File: src/rtl/rs232_rx.sv
// RS232 serial receiver: oversampled 8N1 (optionally 8E1) deserialiser with
// valid / frame_err / parity_err strobes. Optional parity via RS232_RX_PARITY_EN.
module rs232_rx #(
   parameter int CLKS_PER_BIT = 16
) (
   input  logic       clk,
   input  logic       rst,
   input  logic       rxd,
   output logic [7:0] data,
   output logic       valid,
   output logic       frame_err,
   output logic       parity_err,
   output logic       busy
);

   localparam int CW = (CLKS_PER_BIT > 2) ? $clog2(CLKS_PER_BIT) : 1;
   localparam logic [CW-1:0] CNT_LAST = CW'(CLKS_PER_BIT - 1);
   localparam logic [CW-1:0] CNT_MID  = CW'(CLKS_PER_BIT / 2 - 1);

   typedef enum logic [2:0] {
      IDLE   = 3'd0,
      START  = 3'd1,
      DATA   = 3'd2,
      PARITY = 3'd3,
      STOP   = 3'd4,
      BREAK  = 3'd5
   } state_t;

   state_t          state_reg, state_next;
   logic [1:0]      sync_reg;
   logic            rxd_s;
   logic [CW-1:0]   cnt_reg, cnt_next;
   logic [2:0]      idx_reg, idx_next;
   logic [7:0]      sh_reg, sh_next;
   logic [7:0]      data_reg, data_next;
   logic            valid_reg, valid_next;
   logic            frame_err_reg, frame_err_next;
   logic            parity_err_next;
`ifdef RS232_RX_PARITY_EN
   logic            parity_err_reg;
   logic            par_bad_reg, par_bad_next;
`endif

   // Two-flop synchroniser; resets to the idle (mark) level
   always_ff @(posedge clk or negedge rst) begin
      if (!rst) sync_reg <= 2'b11;
      else      sync_reg <= {sync_reg[0], rxd};
   end
   assign rxd_s = sync_reg[1];

   always_ff @(posedge clk or negedge rst) begin
      if (!rst) begin
         state_reg     <= IDLE;
         cnt_reg       <= '0;
         idx_reg       <= '0;
         sh_reg        <= '0;
         data_reg      <= '0;
         valid_reg     <= 1'b0;
         frame_err_reg <= 1'b0;
      end else begin
         state_reg     <= state_next;
         cnt_reg       <= cnt_next;
         idx_reg       <= idx_next;
         sh_reg        <= sh_next;
         data_reg      <= data_next;
         valid_reg     <= valid_next;
         frame_err_reg <= frame_err_next;
      end
   end

`ifdef RS232_RX_PARITY_EN
   always_ff @(posedge clk or negedge rst) begin
      if (!rst) begin
         parity_err_reg <= 1'b0;
         par_bad_reg    <= 1'b0;
      end else begin
         parity_err_reg <= parity_err_next;
         par_bad_reg    <= par_bad_next;
      end
   end
`endif

   always_comb begin
      state_next      = state_reg;
      cnt_next        = cnt_reg;
      idx_next        = idx_reg;
      sh_next         = sh_reg;
      data_next       = data_reg;
      valid_next      = 1'b0;
      frame_err_next  = 1'b0;
      parity_err_next = 1'b0;
`ifdef RS232_RX_PARITY_EN
      par_bad_next    = par_bad_reg;
`endif
      case (state_reg)
         IDLE: begin
            cnt_next = '0;
            if (!rxd_s) state_next = START;
         end
         START: begin
            if (cnt_reg == CNT_MID) begin
               cnt_next = '0;
               if (rxd_s) begin
                  state_next = IDLE;
               end else begin
                  idx_next   = '0;
                  state_next = DATA;
               end
            end else begin
               cnt_next = cnt_reg + 1'b1;
            end
         end
         DATA: begin
            if (cnt_reg == CNT_LAST) begin
               cnt_next = '0;
               sh_next  = {rxd_s, sh_reg[7:1]};
               if (idx_reg == 3'd7) begin
`ifdef RS232_RX_PARITY_EN
                  state_next = PARITY;
`else
                  state_next = STOP;
`endif
               end else begin
                  idx_next = idx_reg + 3'd1;
               end
            end else begin
               cnt_next = cnt_reg + 1'b1;
            end
         end
`ifdef RS232_RX_PARITY_EN
         PARITY: begin
            // Even parity: the parity bit equals the XOR of the data bits
            if (cnt_reg == CNT_LAST) begin
               cnt_next     = '0;
               par_bad_next = (rxd_s != ^sh_reg);
               state_next   = STOP;
            end else begin
               cnt_next = cnt_reg + 1'b1;
            end
         end
`endif
         STOP: begin
            if (cnt_reg == CNT_LAST) begin
               cnt_next = '0;
               if (rxd_s) begin
                  state_next = IDLE;
`ifdef RS232_RX_PARITY_EN
                  if (par_bad_reg) begin
                     parity_err_next = 1'b1;
                  end else begin
                     data_next  = sh_reg;
                     valid_next = 1'b1;
                  end
`else
                  data_next  = sh_reg;
                  valid_next = 1'b1;
`endif
               end else begin
                  frame_err_next = 1'b1;
                  state_next     = BREAK;
               end
            end else begin
               cnt_next = cnt_reg + 1'b1;
            end
         end
         BREAK: begin
            // Hold off until the line returns to mark so a stuck-low line cannot retrigger
            if (rxd_s) state_next = IDLE;
         end
         default: state_next = IDLE;
      endcase
   end

   assign data      = data_reg;
   assign valid     = valid_reg;
   assign frame_err = frame_err_reg;
   assign busy      = (state_reg != IDLE);
`ifdef RS232_RX_PARITY_EN
   assign parity_err = parity_err_reg;
`else
   assign parity_err = 1'b0;
   wire unused_ok = &{1'b0, parity_err_next};
`endif

endmodule

File: config.mk
export PLATFORM = sky130hd
export DESIGN_NAME = rs232_rx
export DESIGN_NICKNAME = d
export VERILOG_FILES = /design/src/rtl/rs232_rx.sv
export SDC_FILE = /design/constraint.sdc
export NUM_CORES = 1
export LEC_CHECK = 0
export ABC_CLOCK_PERIOD_IN_PS = 1650
export CORE_MARGIN = 2
export CORE_UTILIZATION = 49
export CTS_CLUSTER_DIAMETER = 120
export CTS_CLUSTER_SIZE = 24
export DETAILED_ROUTE_END_ITERATION = 7
export PLACE_DENSITY = 0.72
export SETUP_SLACK_MARGIN = 0.3
export SKIP_LAST_GASP = 1
export SLEW_MARGIN = 25
export SYNTH_ARGS = -nofsm -noshare
export SYNTH_HDL_FRONTEND = slang
export SYNTH_SLANG_ARGS = --single-unit
export TNS_END_PERCENT = 1
File: constraint.sdc
create_clock -name clk -period 1.65 [get_ports clk]
set_input_delay 0.33 -clock clk [delete_from_list [all_inputs] [get_ports clk]]
set_output_delay 0.33 -clock clk [all_outputs]
set_load 0.01 [all_outputs]
==> qor.yml <==
status: "finished, final reports clean"
ys_warn_count: 0
report.final.slew_viol_count: 0
synth_top_area_share_pct: 50.1
dp_hpwl_mm: 1.81
regArea_um2: 753
clock_skew_ps: 9.82
path_class: "reg -> out"
cp_data_arrival_time_ps: 1280
hp-class: "in -> async"
rsz0062_at_grt: "true"
yosys.cell_types.count: 38
drc: 0
area_growth_pct: 24.9
routed_wirelength_mm: 2.69
yosysTopAreaCell: "dfrtp_1"
postSynth.asyncResetShare_pct: 100
crit_path_start_kind: "flop"
viasPerCell: 5.73
grt_max_degree: 31
grt_pass1_wl_mm: 4.64
cp_max_fo: 4
numClockSinks: 30
slowest_stage: "dfrtp_1"
final_nets: 148
finalHoldViolCount: 0
die-area_um2: 3300
grt_use_total_pct: 18.6
cts_tree: "yes"
crit_buf_inv: 1
synthCells: 114
ys.flop_type: "dfrtp_1"
startpoint: "state_reg[2]"
reg2reg_from: "state_reg[0]"
detail-route-antenna-nets: 0
clock.fmax_mhz: 623
p_total_w: 0.00218
root_buffer: "clkbuf_4"
critical_path.top_delay_family: "flip-flops"
setup_total_negative_slack_ps: 0
die_w_um: 57.4
synthTopCellsByCount: "dfrtp_1, mux2_2, o21ai_0"
drive_gt1_share_pct: 34.3
cts_max_path_buffers: 2
drt_iter0_drc: 13
cap_violations: 0
n_antenna_cell: 0
clk_latency_ps: 320
initial_core_util_pct: 51.2
crit_path_end_kind: "output port"
grt_overflow_total: 0
antenna_found_initial: 0
h-tree-depth: 2
clk_pin_slew_ps: 90
firstDrtPassIters: 4
n_fill_cell: 212
ys_ff_latch: 30
yosys-top-cells-area: "dfrtp_1, mux2_2, dfstp_2"
core.rowCount: 19
synth_edf_count: 0
fin_crit_ps: 1610
crit_required_ps: 1320
ios: 15
p_leak_nw: 0.808
cts_buffers: 5
multi_input_area_um2: 633
wire_per_inst_um: 15.4
place.gp.congestion: 0.913
fin_cells: 174
avgSynthCellArea_um2: 12.3
place_inst: 163
period_share_pct: 97.3
yosysSeqAreaShare_pct: 53.8
setup_viol_count_final: 0
slowest_delay_ps: 420
dr_total_vias: 997
syn_area_um2: 1400
powerDensity_nw_per_um2: 1250
die_h_um: 57.4
core_um2: 2730
grt_pass1_vias: 1021
r2r_setup_slack_ps: 80
synth_nets: 120
hold_slack_ps: 362
irDropWorstVdd_mv: 0.884
critical_path.cell_chain: "or3_1, buf_2"
post-route-util_pct: 63.9
yosysMostFrequentCell: "dfrtp_1"
ctsHoldBuffers: 0
port_buffers: 13
-- layer usage --
| metal | up-vias | track usage [%] | share of wire [%] |
|---|---|---|---|
| met5 | - | 0 | 0 |
| met4 | 0 | 9.97 | 1.9 |
| met3 | 9 | 4.76 | 3.7 |
| met2 | 27 | 28.4 | 48 |
| met1 | 490 | 24.1 | 46 |
| li1 | 471 | - | - |
-- layout by cell type (no fill, tap or decap), types with 2 or more instances in the layout --
| cell | instances |
|---|---|
| a211oi_1 | 2 |
| a21o_1 | 3 |
| a21oi_1 | 4 |
| a22o_1 | 4 |
| buf_4 | 12 |
| clkbuf_1 | 2 |
| clkbuf_4 | 5 |
| clkdlybuf4s50_1 | 12 |
| dfrtp_1 | 28 |
| dfstp_2 | 2 |
| ha_2 | 2 |
| inv_1 | 3 |
| mux2_2 | 15 |
| nand2_1 | 5 |
| nand2_2 | 2 |
| nand2b_1 | 2 |
| nor2_4 | 3 |
| nor3_1 | 3 |
| o21ai_0 | 7 |
| or3b_4 | 2 |
| xnor2_1 | 2 |
-- power breakdown --
group	leakage, nW	internal (W)	switching [W]	total (W)
logic	0.368	0.000337	0.000375	0.000712
clock network	0.0395	0.000321	0.000239	0.000560
registers	0.400	0.000826	0.0000775	0.000904
-- what timing repair did --
| action | CTS | global route |
|---|---|---|
| gates cloned | 1 | 1 |
| endpoints found under the hold margin | 0 | 0 |
| setup buffers | 1 | 0 |
| pin swaps | 2 | 2 |
| gates resized for setup | 8 | 5 |
| setup endpoints to repair | 37 | 39 |
-- worst paths after layout --
path	endpoint	cells past startpoint
worst min-delay path	idx_reg[0]	2
min in group clk	sync_reg[1]	0
worst max-delay path	busy	2
max in group asynchronous	sync_reg[1]	2
worst min register to register	sync_reg[1]	0
worst max register to register	idx_reg[2]	4
-- layout make-up --
type                            instances  area share (%)
Clock buffer                            7            2.58
Timing Repair Buffer                   26            13.5
Clock inverter                          1            1.72
Multi-Input combinational cell         76            36.2
Tap cell                               31            2.22
Sequential cell                        30            43.1
Inverter                                3           0.645
-- through the flow --
step	area [um^2]	setup slack [ps]
final	1750	43.8
after global routing	1750	-2.63
after CTS	1730	35.2
after detailed placement	1630	-42.5
after global placement	1630	-20.2
after floorplan	1410	79.1
-- cells by family (layout without fill, tap and decap cells) --
family                   after synthesis  count (layout)  synth area share, %
AO/OA/AOI/OAI                         28              28                 13.7
AND/OR/NAND/NOR                       23              25                 10.6
adder cells (fa/ha/maj)                4               4                 3.40
buffers and inverters                 10              37                 4.02
other                                  1               1                0.268
multiplexers                          16              16                 12.9
flip-flops                            30              30                 53.8
XOR/XNOR                               2               2                 1.25
Note: power is estimated with default switching activity, not from simulation.
